===== config.mk =====
export PLATFORM = sky130hd
export DESIGN_NAME = hash_loader_flat
export DESIGN_NICKNAME = d
export VERILOG_FILES = /design/src/rtl/hash_loader_if.sv /design/src/rtl/hash_loader.sv /design/src/flat_wrapper.sv
export SDC_FILE = /design/constraint.sdc
export NUM_CORES = 1
export LEC_CHECK = 0
export BUFFER_PORTS_ARGS = -buffer_cell sky130_fd_sc_hd__buf_4
export CORE_AREA = 2 2 173 175
export CTS_BUF_LIST = sky130_fd_sc_hd__clkbuf_2
export DETAILED_ROUTE_END_ITERATION = 8
export DIE_AREA = 0 0 175 177
export GPL_TIMING_DRIVEN = 0
export PLACE_DENSITY_LB_ADDON = 0.05
export SYNTH_ARGS = -nofsm -noshare
export SYNTH_HDL_FRONTEND = slang
export SYNTH_SLANG_ARGS = --single-unit

===== constraint.sdc =====
create_clock -name clk -period 15.05 [get_ports clk]
set_input_delay 3.01 -clock clk [delete_from_list [all_inputs] [get_ports clk]]
set_output_delay 3.01 -clock clk [all_outputs]
set_load 0.03 [all_outputs]

===== src/rtl/hash_loader_if.sv =====
// Byte-receive and hash-SRAM-write signal bundle for hash_loader.
// The slave side is the loader; the master side is the UART receiver and SRAM together.
interface hash_loader_if #(parameter int ADDR_W = 10) ();
   logic [7:0]        rx_data;
   logic              data_ready;
   logic              framing_error;
   logic              overrun_error;
   logic              write_enable;
   logic [ADDR_W-1:0] address;
   logic [127:0]      write_data;
   logic [6:0]        hash_count;
   logic              busy;
   logic              load_done;
   logic              load_error;
   logic              progress_request_byte_detected;

   modport slave (
      input  rx_data, data_ready, framing_error, overrun_error,
      output write_enable, address, write_data, hash_count, busy,
             load_done, load_error, progress_request_byte_detected
   );

   modport master (
      output rx_data, data_ready, framing_error, overrun_error,
      input  write_enable, address, write_data, hash_count, busy,
             load_done, load_error, progress_request_byte_detected
   );
endinterface


===== src/rtl/hash_loader.sv =====
// Parses the host load command and assembles the 16-byte hashes into 128-bit SRAM writes.
// It also flags the idle-time progress-request byte.
module hash_loader #(
   parameter int ADDR_W      = 10,
   parameter int BASE_ADDR   = 0,
   parameter int MAX_HASHES  = 64,
   parameter int TIMEOUT_CYC = 1000000
) (
   input logic            clk,
   input logic            rst,
   hash_loader_if.slave   bus
);
   localparam logic [7:0]        CMD_LOAD = 8'hA5;
   localparam logic [7:0]        CMD_PROG = 8'h3F;
   localparam logic [7:0]        MAXN     = 8'(MAX_HASHES);
   localparam logic [19:0]       TMO      = 20'(TIMEOUT_CYC);
   localparam logic [ADDR_W-1:0] BASE     = ADDR_W'(BASE_ADDR);

   typedef enum logic [2:0] {IDLE, GET_COUNT, GET_BYTES, DONE, ERROR} state_t;

   state_t       state;
   logic [127:0] asm_q;
   logic [3:0]   byte_idx;
   logic [6:0]   n_hashes;
   logic [19:0]  tmo;
   logic [7:0]   pend;
   logic         pend_vld;

   logic         in_load;
   logic [7:0]   cmd;
   logic         cnt_ok;
   logic         abort;
   logic [127:0] asm_nxt;

   // A byte caught in the DONE/ERROR cycle waits in pend and is handled as the next IDLE byte.
   assign in_load = (state == GET_COUNT) || (state == GET_BYTES);
   assign cmd     = pend_vld ? pend : bus.rx_data;
   assign cnt_ok  = !bus.framing_error && (bus.rx_data != 8'd0) && (bus.rx_data <= MAXN);
   assign asm_nxt = {asm_q[119:0], bus.rx_data};
   assign abort   = in_load && (bus.overrun_error || (tmo == TMO) ||
                    (bus.data_ready && ((state == GET_BYTES) ? bus.framing_error : !cnt_ok)));

   always_ff @(posedge clk or posedge rst) begin
      if (rst) begin
         state        <= IDLE;
         asm_q        <= '0;
         byte_idx     <= '0;
         n_hashes     <= '0;
         tmo          <= '0;
         pend         <= '0;
         pend_vld     <= 1'b0;
         bus.write_enable <= 1'b0;
         bus.address      <= BASE;
         bus.write_data   <= '0;
         bus.hash_count   <= '0;
         bus.busy         <= 1'b0;
         bus.load_done    <= 1'b0;
         bus.load_error   <= 1'b0;
         bus.progress_request_byte_detected <= 1'b0;
      end else begin
         bus.write_enable <= 1'b0;
         bus.load_done    <= 1'b0;
         bus.progress_request_byte_detected <= 1'b0;
         tmo <= (in_load && !bus.data_ready) ? tmo + 20'd1 : '0;

         if (abort) begin
            state          <= ERROR;
            bus.load_error <= 1'b1;
            bus.busy       <= 1'b0;
         end else begin
            case (state)
               IDLE: if (pend_vld || bus.data_ready) begin
                  pend_vld <= 1'b0;
                  if (cmd == CMD_LOAD) begin
                     bus.hash_count <= '0;
                     bus.load_error <= 1'b0;
                     bus.busy       <= 1'b1;
                     byte_idx       <= '0;
                     state          <= GET_COUNT;
                     // Stashed LOAD plus a fresh strobe: the fresh byte is the count.
                     if (pend_vld && bus.data_ready) begin
                        if (cnt_ok) begin
                           n_hashes <= bus.rx_data[6:0];
                           state    <= GET_BYTES;
                        end else begin
                           state          <= ERROR;
                           bus.load_error <= 1'b1;
                           bus.busy       <= 1'b0;
                        end
                     end
                  end else begin
                     if (cmd == CMD_PROG) bus.progress_request_byte_detected <= 1'b1;
                     if (pend_vld && bus.data_ready) begin
                        pend     <= bus.rx_data;
                        pend_vld <= 1'b1;
                     end
                  end
               end
               GET_COUNT: if (bus.data_ready) begin
                  n_hashes <= bus.rx_data[6:0];
                  state    <= GET_BYTES;
               end
               GET_BYTES: if (bus.data_ready) begin
                  asm_q    <= asm_nxt;
                  byte_idx <= byte_idx + 4'd1;
                  if (byte_idx == 4'hF) begin
                     bus.write_enable <= 1'b1;
                     bus.write_data   <= asm_nxt;
                     bus.address      <= BASE + ADDR_W'(bus.hash_count);
                     bus.hash_count   <= bus.hash_count + 7'd1;
                     if (bus.hash_count + 7'd1 == n_hashes) state <= DONE;
                  end
               end
               DONE: begin
                  bus.load_done <= 1'b1;
                  bus.busy      <= 1'b0;
                  state         <= IDLE;
                  if (bus.data_ready) begin
                     pend     <= bus.rx_data;
                     pend_vld <= 1'b1;
                  end
               end
               ERROR: begin
                  state <= IDLE;
                  if (bus.data_ready) begin
                     pend     <= bus.rx_data;
                     pend_vld <= 1'b1;
                  end
               end
               default: state <= IDLE;
            endcase
         end
      end
   end
endmodule


===== src/flat_wrapper.sv =====
// flat-port wrapper written by rule: the top's interface ports become plain ports
module hash_loader_flat 
#(
   parameter int ADDR_W      = 10,
   parameter int BASE_ADDR   = 0,
   parameter int MAX_HASHES  = 64,
   parameter int TIMEOUT_CYC = 1000000
)
  (clk, rst, bus_rx_data, bus_data_ready, bus_framing_error, bus_overrun_error, bus_write_enable, bus_address, bus_write_data, bus_hash_count, bus_busy, bus_load_done, bus_load_error, bus_progress_request_byte_detected);
  hash_loader_if #(.ADDR_W(ADDR_W)) bus_i ();
  input logic clk;
  input logic rst;
  input wire logic [$bits(bus_i.rx_data)-1:0] bus_rx_data;
  input wire logic [$bits(bus_i.data_ready)-1:0] bus_data_ready;
  input wire logic [$bits(bus_i.framing_error)-1:0] bus_framing_error;
  input wire logic [$bits(bus_i.overrun_error)-1:0] bus_overrun_error;
  output wire logic [$bits(bus_i.write_enable)-1:0] bus_write_enable;
  output wire logic [$bits(bus_i.address)-1:0] bus_address;
  output wire logic [$bits(bus_i.write_data)-1:0] bus_write_data;
  output wire logic [$bits(bus_i.hash_count)-1:0] bus_hash_count;
  output wire logic [$bits(bus_i.busy)-1:0] bus_busy;
  output wire logic [$bits(bus_i.load_done)-1:0] bus_load_done;
  output wire logic [$bits(bus_i.load_error)-1:0] bus_load_error;
  output wire logic [$bits(bus_i.progress_request_byte_detected)-1:0] bus_progress_request_byte_detected;
  assign bus_i.rx_data = bus_rx_data;
  assign bus_i.data_ready = bus_data_ready;
  assign bus_i.framing_error = bus_framing_error;
  assign bus_i.overrun_error = bus_overrun_error;
  assign bus_write_enable = bus_i.write_enable;
  assign bus_address = bus_i.address;
  assign bus_write_data = bus_i.write_data;
  assign bus_hash_count = bus_i.hash_count;
  assign bus_busy = bus_i.busy;
  assign bus_load_done = bus_i.load_done;
  assign bus_load_error = bus_i.load_error;
  assign bus_progress_request_byte_detected = bus_i.progress_request_byte_detected;
  hash_loader #(.ADDR_W(ADDR_W), .BASE_ADDR(BASE_ADDR), .MAX_HASHES(MAX_HASHES), .TIMEOUT_CYC(TIMEOUT_CYC)) u_core (.clk(clk), .rst(rst), .bus(bus_i));
endmodule

==> key figures <==
Global routing
  – First-pass GRT wire length: 42640 um
  – Largest net degree at the start of global routing: 100
  – Number of global-route vias before repair: 7720
  – GRT Resource Usage Total: 0.1736
  – Overflow after GRT: 0
  – Initial antenna violation count: 1

Synth
  – Netlist cell types: 59
  – Synthesized-area fraction occupied by adder cells: 0.003862
  – Synth Cell Area: 12960 um^2
  – Post-synth EDFFs: 0
  – Synthesized flop and latch total: 310
  – Synth top cells by count: dfrtp_1 (310), mux2_2 (150), mux2_4 (100)
  – Simple-Gate Fraction of Synth Area: 0.05166
  – Synth async-reset ratio: 1.000
  – Post-Synth XOR/XNOR Area: 0.01893
  – Cells after synthesis: 842
  – Dominant cell type by area after synthesis: dfrtp_1
  – Seq/Total Area, Yosys: 0.5987
  – Most common cell in the synthesized netlist: dfrtp_1
  – Syn Area/Cell: 15.39 um^2
  – Most used DFF post-synth: dfrtp_1
  – Synthesis warning total: 0
  – Largest cells by area after synthesis: dfrtp_1 (60%), mux2_2 (13%), mux2_4 (12%)
  – Synth Area in Compound Gates: 0.02540
  – Main combinational cell family by area after synthesis: multiplexers
  – Top cell type's share of synthesized area: 0.5987
  – Post-synthesis mux area share: 0.2645

Worst setup path
  – Crit-path max FO: 10
  – Crit-path leading delay family: flip-flops
  – Startpoint Class: flop
  – Crit-path max cell delay: 0.56 ns
  – Worst Reg-to-Reg Cells: 8
  – R2r setup slk: 12.40 ns
  – Critical path class: reg -> out
  – Critical path arrival: 1.58 ns
  – Worst R2R Start: u_core.tmo[13]$_DFF_PP0_
  – Worst Path Required: 12.04 ns
  – Critical-path cell list: buf_4
  – Critical path's slowest cell: dfrtp_1
  – RR Endpoint: u_core.bus.write_data[127]$_DFFE_PP0P_
  – Crit end category: output pin
  – CP bufs+invs: 1

Placement
  – Input/output buffers: 158
  – Pre-CTS setup slack: 9.873 ns
  – DP HPWL: 17570 um
  – Placed cell count: 1395
  – Gpl congestion: 0.7563

CTS
  – Clk buf depth: 3
  – Clk Latency, worst-skew pair: 0.85 ns
  – TritonCTS Buffers: 83
  – Clk slew on worst S/H paths: 0.10 ns
  – CTS Root Cell: clkbuf_2
  – CTS tree: done
  – Post-CTS sizing: 0
  – Postcts setup bufs: 0
  – H-tree depth: 3
  – Clk sinks: 310
  – # hold bufs at CTS: 0

Floorplan
  – Die Wd: 175 um
  – IO Pins: 163
  – Core box area: 29240 um^2
  – Starting density of the core: 0.4431
  – Die Y: 177 um
  – Die Area: 30980 um^2
  – Rows: 63

Power and ir drop
  – Clock power frac: 0.295
  – NetSw: 0.0006294 W
  – Switching Share: 0.3143
  – VDD IR-drop max: 68.83 uV
  – Comb power frac: 0.208
  – Pint: 0.001373 W
  – PD cells: 129.3 nW/um^2
  – Pleak: 7.970 nW
  – Sequential Power Share: 0.497

Final layout
  – Final nets: 1107
  – Layout cells sized above 1: 0.5096
  – Post-route core utilization: 0.5294
  – Final instance count without filler cells: 1537
  – Synth-to-Final Area Change: 19.49%

Timing
  – Max Clock Freq: 0.2179 GHz
  – Relative slew slack: 0.4929
  – Slew @ Worst Pin: 0.7556 ns
  – Tmin final: 4.589 ns
  – Final setup margin: 10.46 ns
  – Final hold slack: 0.4936 ns
  – Setup_tns: 0 ns
  – Setup violations, final: 0
  – Final Skew: 0.06260 ns
  – RSZ-0062 raised after global routing: false
  – Tcrit/Tclk final: 0.3049
  – Final Hold Fails: 0
  – Slew Limit Fails: 0

Route
  – Via density: 4.960
  – Remaining DRCs: 0
  – Per-cell routed wire length: 17.07 um
  – DR iter-0 viols: 325
  – Via count: 7624
  – Initial DRT Pass Iterations: 4
  – Post-Route WL: 26240 um
  – Final antenna-violating net count: 0

Status
  – Status: completed

Hold path
  – Hold Crit Class: reg -> reg
  – Hold endpoint: u_core.asm_q[90]$_DFFE_PP0P_
  – Hold path depth: 1
  – Min-delay src: u_core.asm_q[82]$_DFFE_PP0P_

Flow run
  – Max Cap Viol: 0
[state kept, by name, summed over array words and instances (netlist names)]
signal                                     cells
u_core.bus.load_done                           1
u_core.bus.address                             7
u_core.bus.hash_count                          7
u_core.tmo                                    20
u_core.bus.write_data                        128
u_core.asm_q                                 120
u_core.n_hashes                                7
u_core.byte_idx                                4
u_core.pend_vld                                1
u_core.pend                                    8
u_core.bus.progress_request_byte_detected      1
u_core.bus.load_error                          1
u_core.bus.write_enable                        1
u_core.bus.busy                                1
u_core.state                                   3
[layer usage]
layer | global-route usage | vias to the layer above | wire length [um]
met1 | 0.2426 | 3837 | 12620
li1 | - | 3545 | -
met4 | 0.06875 | 0 | 486
met3 | 0.03995 | 47 | 1348
met2 | 0.2637 | 195 | 11780
met5 | 0 | - | 0
[metrics by stage]
stage / power (W) / cell area, um^2
floorplan: 0.001317 / 12960
global placement: 0.001423 / 14640
detailed placement: 0.001431 / 14730
CTS: 0.002037 / 15480
global route: 0.002131 / 15480
finish: 0.002002 / 15480
[area by class of cell]
type,count,area [um^2]
multi-input cells,478,4732
flip-flops and latches,310,7757
inverters,13,56.30
clock inverters,17,130.1
well taps,390,488.0
diodes,1,2.502
fillers,2571,13760
repair buffers,161,1269
plain buffers,43,426.7
clock buffers,124,620.6
[power by group through the flow]
stage	Sequential [W]	Combinational [W]	Clock, W
floorplan	0.00101	0.000312	0
global placement	0.00101	0.000411	0
detailed placement	0.00101	0.000419	0
CTS	0.000996	0.000421	0.000620
global route	0.00101	0.000459	0.000661
finish	0.000996	0.000416	0.000591
[cells in the final DEF, fill, tap and decap left out, types with 11 or more instances in the layout]
| master | synthesis | routed |
|---|---|---|
| dfrtp_1 | 310 | 310 |
| buf_4 | 3 | 161 |
| mux2_2 | 150 | 150 |
| clkbuf_2 | 0 | 124 |
| mux2_4 | 100 | 100 |
| nor2_1 | 33 | 33 |
| mux2_1 | 21 | 21 |
| o21ai_0 | 18 | 18 |
| nand2_1 | 17 | 17 |
| xor2_1 | 17 | 17 |
| nand3_1 | 14 | 14 |
| buf_2 | 12 | 12 |
| xnor2_1 | 11 | 11 |
| buf_12 | 11 | 11 |
| inv_1 | 12 | 11 |
| clkinv_1 | 1 | 11 |
[cells by family (layout without fill, tap and decap cells)]
family	after synthesis	after routing
xor+xnor	28	28
other cells	1	4
simple gates	120	120
fa+ha+maj	4	4
mux	271	271
flops	310	310
buf+inv	56	358
compound gates	52	52
[worst max path at each step]
stage | cells past startpoint | slack [ns] | endpoint | start
after floorplan | 1 | 3.47 | u_core.asm_q[0]$_DFFE_PP0P_ | rst
after global placement | 2 | -0.39 | u_core.bus.write_data[2]$_DFFE_PP0P_ | rst
after detailed placement | 9 | 9.87 | u_core.bus.write_data[115]$_DFFE_PP0P_ | bus_data_ready
after CTS | 1 | 10.38 | bus_hash_count[2] | u_core.bus.hash_count[2]$_DFFE_PP0P_
after global routing | 1 | 10.35 | bus_hash_count[2] | u_core.bus.hash_count[2]$_DFFE_PP0P_
final | 1 | 10.46 | bus_hash_count[2] | u_core.bus.hash_count[2]$_DFFE_PP0P_
No activity file was read; power rests on OpenSTA's default activity.
